[config.mk]
export PLATFORM = sky130hd
export DESIGN_NAME = uart_rx_fifo
export DESIGN_NICKNAME = d
export VERILOG_FILES = /design/src/rtl/uart_rx_fifo.sv
export SDC_FILE = /design/constraint.sdc
export NUM_CORES = 1
export LEC_CHECK = 0
export ABC_AREA = 1
export BUFFER_PORTS_ARGS = -buffer_cell sky130_fd_sc_hd__buf_4
export CAP_MARGIN = 15
export CORE_MARGIN = 5
export CORE_UTILIZATION = 45
export DETAILED_ROUTE_END_ITERATION = 12
export SKIP_CTS_REPAIR_TIMING = 1
export SLEW_MARGIN = 20
export SYNTH_ARGS = -nofsm -noshare
export SYNTH_HDL_FRONTEND = slang
export SYNTH_SLANG_ARGS = --single-unit
export TNS_END_PERCENT = 100
[constraint.sdc]
create_clock -name clk -period 3.6 [get_ports clk]
set_input_delay 0 -clock clk [delete_from_list [all_inputs] [get_ports clk]]
set_output_delay 0 -clock clk [all_outputs]
set_load 0.01 [all_outputs]
[src/rtl/uart_rx_fifo.sv]
// uart_rx_fifo: byte FIFO between the UART receiver and the command engine.
// Absorbs received bytes and presents them first-word-fall-through with valid/ready.
// Optional build macro: UART_RX_FIFO_RTS_EN enables registered rts_n hysteresis.
// Ports:
//   clk, rst           clock; synchronous active-low reset (rst == 0)
//   rx_data, rx_strobe byte from the UART and its one-cycle strobe
//   out_data/valid     FIFO head byte; out_valid high while not empty
//   out_ready          consumer accepts the head byte
//   flush              discard all stored bytes
//   level              number of stored bytes, 0..2**ADDR_BITS
//   overflow, drop_cnt sticky drop flag and saturating dropped-byte count
//   clear_overflow     clears overflow and drop_cnt
//   rts_n              flow control to host, 0 = host may send
module uart_rx_fifo #(
  parameter int ADDR_BITS = 4,
  parameter int HIGH_MARK = 12,
  parameter int LOW_MARK  = 4
) (
  input  logic               clk,
  input  logic               rst,
  input  logic [7:0]         rx_data,
  input  logic               rx_strobe,
  output logic [7:0]         out_data,
  output logic               out_valid,
  input  logic               out_ready,
  input  logic               flush,
  output logic [ADDR_BITS:0] level,
  output logic               overflow,
  input  logic               clear_overflow,
  output logic [7:0]         drop_cnt,
  output logic               rts_n
);

  localparam int DEPTH = 2 ** ADDR_BITS;
  localparam logic [ADDR_BITS:0] FULL_LVL = (ADDR_BITS + 1)'(DEPTH);
  localparam logic [ADDR_BITS:0] PTR_ONE  = (ADDR_BITS + 1)'(1);

  if (LOW_MARK >= HIGH_MARK) begin : g_bad_marks
    $error("uart_rx_fifo: LOW_MARK must be below HIGH_MARK");
  end

  logic [7:0]         mem [DEPTH];
  logic [ADDR_BITS:0] wr_ptr;
  logic [ADDR_BITS:0] rd_ptr;
  logic               full;
  logic               pop;
  logic               push;
  logic               drop;

  assign level     = wr_ptr - rd_ptr;
  assign out_valid = (wr_ptr != rd_ptr);
  assign full      = (level == FULL_LVL);
  assign out_data  = mem[rd_ptr[ADDR_BITS-1:0]];

  // A pop frees a slot in the same cycle, so a push into a full
  // FIFO that is also being drained is accepted rather than dropped.
  assign pop  = out_valid && out_ready && !flush;
  assign push = rx_strobe && !flush && (!full || pop);
  assign drop = rx_strobe && !flush && full && !pop;

  always_ff @(posedge clk) begin
    if (rst && push) begin
      mem[wr_ptr[ADDR_BITS-1:0]] <= rx_data;
    end
  end

  always_ff @(posedge clk) begin
    if (!rst) begin
      wr_ptr <= '0;
      rd_ptr <= '0;
    end else if (flush) begin
      wr_ptr <= '0;
      rd_ptr <= '0;
    end else begin
      if (push) wr_ptr <= wr_ptr + PTR_ONE;
      if (pop)  rd_ptr <= rd_ptr + PTR_ONE;
    end
  end

  // A drop in the same cycle as a clear restarts the count at one.
  always_ff @(posedge clk) begin
    if (!rst) begin
      overflow <= 1'b0;
      drop_cnt <= 8'd0;
    end else if (drop) begin
      overflow <= 1'b1;
      if (clear_overflow) begin
        drop_cnt <= 8'd1;
      end else if (drop_cnt != 8'hFF) begin
        drop_cnt <= drop_cnt + 8'd1;
      end
    end else if (clear_overflow) begin
      overflow <= 1'b0;
      drop_cnt <= 8'd0;
    end
  end

`ifdef UART_RX_FIFO_RTS_EN
  localparam logic [ADDR_BITS:0] HI_LVL = (ADDR_BITS + 1)'(HIGH_MARK);
  localparam logic [ADDR_BITS:0] LO_LVL = (ADDR_BITS + 1)'(LOW_MARK);

  logic rts_q;

  always_ff @(posedge clk) begin
    if (!rst) begin
      rts_q <= 1'b0;
    end else if (level >= HI_LVL) begin
      rts_q <= 1'b1;
    end else if (level <= LO_LVL) begin
      rts_q <= 1'b0;
    end
  end

  assign rts_n = rts_q;
`else
  assign rts_n = 1'b0;
`endif

endmodule
==> metrics <==
synth top area cells edfxtp_1 58%, dfxtp_1 7.0%, mux2i_1 4.9%, a21oi_1 3.9%, o211ai_1 3.7%; Post-Synthesis Cells 565; row count 44; Setup crit start wr_ptr[0]; minimum clock period 3000 ps; metal2 WL 7860 microns; core area 14400 sq um; Synth Net Count 590; share of cells above drive strength 1 14.8%; die span in x 131 microns; slew margin rel. 29.0%; Peak VDD IR 0.302 mV; DR iter-0 viols 305; Die ar. 17100 sq um; yosys warns 0; initial antenna violation count 0; Clock Latency Late Sink 420 ps; starting density of the core 45.6%; CTS tree built; Avg Vias per Cell 5.41; crit path DAT 3050 ps; most common library cells after synthesis 128 x edfxtp_1, 62 x inv_1, 51 x a21oi_1; CP Launch Type flip-flop; fin crit share 83.2%; largest net degree at the start of global routing 90; RSZ-0062 raised after global routing no; Primary FF master, synth edfxtp_1; Placer Congestion 0.897; TritonCTS buffer count 17; Clock Skew 8.20 ps; sequential share of power 50.9%; endpoint of the worst register-to-register path mem[0][1]; Leakage 2.81 nW; Die Span Y 131 microns; H-Tree Depth 4; Internal Dissipation 0.00300 W; Fmax 334 MHz; Antenna Nets Post-Route 0; Synth top area share 58.4%; PortBufs 36; worst min path class in -> reg; syn_area_per_cell 11.6 sq um; Pre-antenna DRT Iters 5; WL met1 6000 microns; clk sinks 151; Worst-Margin Slew 1060 ps; Final TNS setup 0 ps; crit-path max FO 9; Worst-path clk slew 60 ps; count of state elements after synthesis 151; r2r setup slk 600 ps; Net Sw Frac 19.9%; Root Driver clkbuf_16; clk buf depth 2; final WL 15000 microns; Clk network pwr share 45.5%; EDFF count, synth 128; drt wl/cell 18.5 microns; most frequent cell after synthesis edfxtp_1; via count 4398; DP Wirelength 10100 microns; combinational power share 3.6%; vias in the first global route 4316; post-synthesis sequential area ratio 65.4%; Final Non-Filler Cells 813; cell taking the most area after synthesis edfxtp_1; Switch Pwr 0.000744 W; Yosys cell types 30; Ant. Diodes 0; first-pass GRT wire length 23100 microns; crit path capture type flip-flop; I/O pins 38; gr usage total 18.6%; Area Overhead vs Synth 17.6%; Detail Route met3 WL 741 microns; Slew Viols, Final 0; worst r2r src wr_ptr[0]; gr ovfl total 0; NumNets Final 641; Hold Fails Final Rpt 0; drt drc 0; DR top layer met4; status finished clean; Placed Cells incl. Taps 771; CP endpoint mem[0][1]; hold path depth 5; Post-Syn Area 6580 sq um; Pwr Density 484 nW/um^2; setup violators final 0; Post-synth ARST share 0%; Critical Path RT 3650 ps; cells on worst reg2reg path 14; Crit Path Class reg -> reg; max cap viols 0
## critical path, stage by stage (launching register included)
cell and delay (ps):
dfxtp_1 340, inv_1 170, ha_1 170, inv_1 60
fa_1 540, nor2_1 80, nand2_1 80, inv_1 60
nand2_2 60, nor2_2 40, nand2_2 100, nand2_4 100
nor2_4 150, nand2_2 90, nor2_1 560
## layout make-up
cell class	instances	area (sq um)
Sequential cell	151	4310
Clock buffer	26	552
Tap cell	184	230
Fill cell	1269	6690
Multi-Input combinational cell	324	1920
Timing Repair Buffer	56	445
Inverter	66	248
Clock inverter	6	33.8
## worst min path at each step
| stage | startpoint | endpoint |
|---|---|---|
| floorplan | rx_data[0] | mem[0][0] |
| global placement | clear_overflow | drop_cnt[7] |
| detailed placement | clear_overflow | drop_cnt[7] |
| CTS | clear_overflow | drop_cnt[7] |
| global route | rx_strobe | wr_ptr[2] |
| finish | rx_strobe | wr_ptr[2] |
## power groups by stage
stage	logic (W)	registers, W	clock network (W)
floorplan	0.0000640	0.00194	0
global placement	0.000125	0.00194	0
detailed placement	0.000127	0.00194	0
CTS	0.000128	0.00191	0.00173
global route	0.000149	0.00191	0.00182
finish	0.000134	0.00191	0.00170
## metal layers
| layer | up-vias | track usage [%] |
|---|---|---|
| met5 | - | 0 |
| met4 | 0 | 7.56 |
| met3 | 30 | 4.55 |
| met2 | 125 | 33.4 |
| met1 | 2127 | 21.3 |
| li1 | 2116 | - |
## kinds of logic (layout without fill, tap and decap cells)
kind of cell / count (synthesis) / in the layout / synth area share [%]
and+or+nand+nor: 144 / 144 / 10.1
xor gates and xnor gates: 6 / 6 / 0.799
other: 1 / 1 / 0.0570
buffers and inverters: 90 / 154 / 5.42
AOI/OAI and AO/OA: 130 / 130 / 11.1
DFF: 151 / 151 / 65.4
muxes: 32 / 32 / 4.87
adders and majority gates: 11 / 11 / 2.21
## through the flow
step / utilization, % / total power, W / cell area [sq um] / setup WS (ps) / hold slack, ps
6_report: 53.6 / 0.00374 / 7730 / 603 / 25.6
5_1_grt: 53.6 / 0.00387 / 7730 / 364 / 48.9
4_1_cts: 52.9 / 0.00377 / 7630 / 624 / -122
3_5_place_dp: 48.9 / 0.00207 / 7050 / 630 / 325
3_3_place_gp: 48.9 / 0.00207 / 7050 / 760 / 316
2_1_floorplan: - / 0.00200 / 6580 / 993 / 98.9
## flip-flops by register name, summed over array words and instances (netlist names), named ones only
signal,cells
mem,128
overflow,1
drop_cnt,8
wr_ptr,5
rd_ptr,5
## cells in the final DEF, fill, tap and decap left out, types with 19 or more instances in the layout
master | Yosys | final
nor2_1 | 32 | 32
mux2i_1 | 32 | 32
o21ai_0 | 44 | 44
a21oi_1 | 51 | 51
clkbuf_16 | 0 | 19
buf_4 | 3 | 46
dfxtp_1 | 23 | 22
o211ai_1 | 32 | 32
inv_1 | 62 | 62
edfxtp_1 | 128 | 128
nand3_1 | 34 | 34
nand2_1 | 49 | 49
Power figures use the tool's default switching activity.
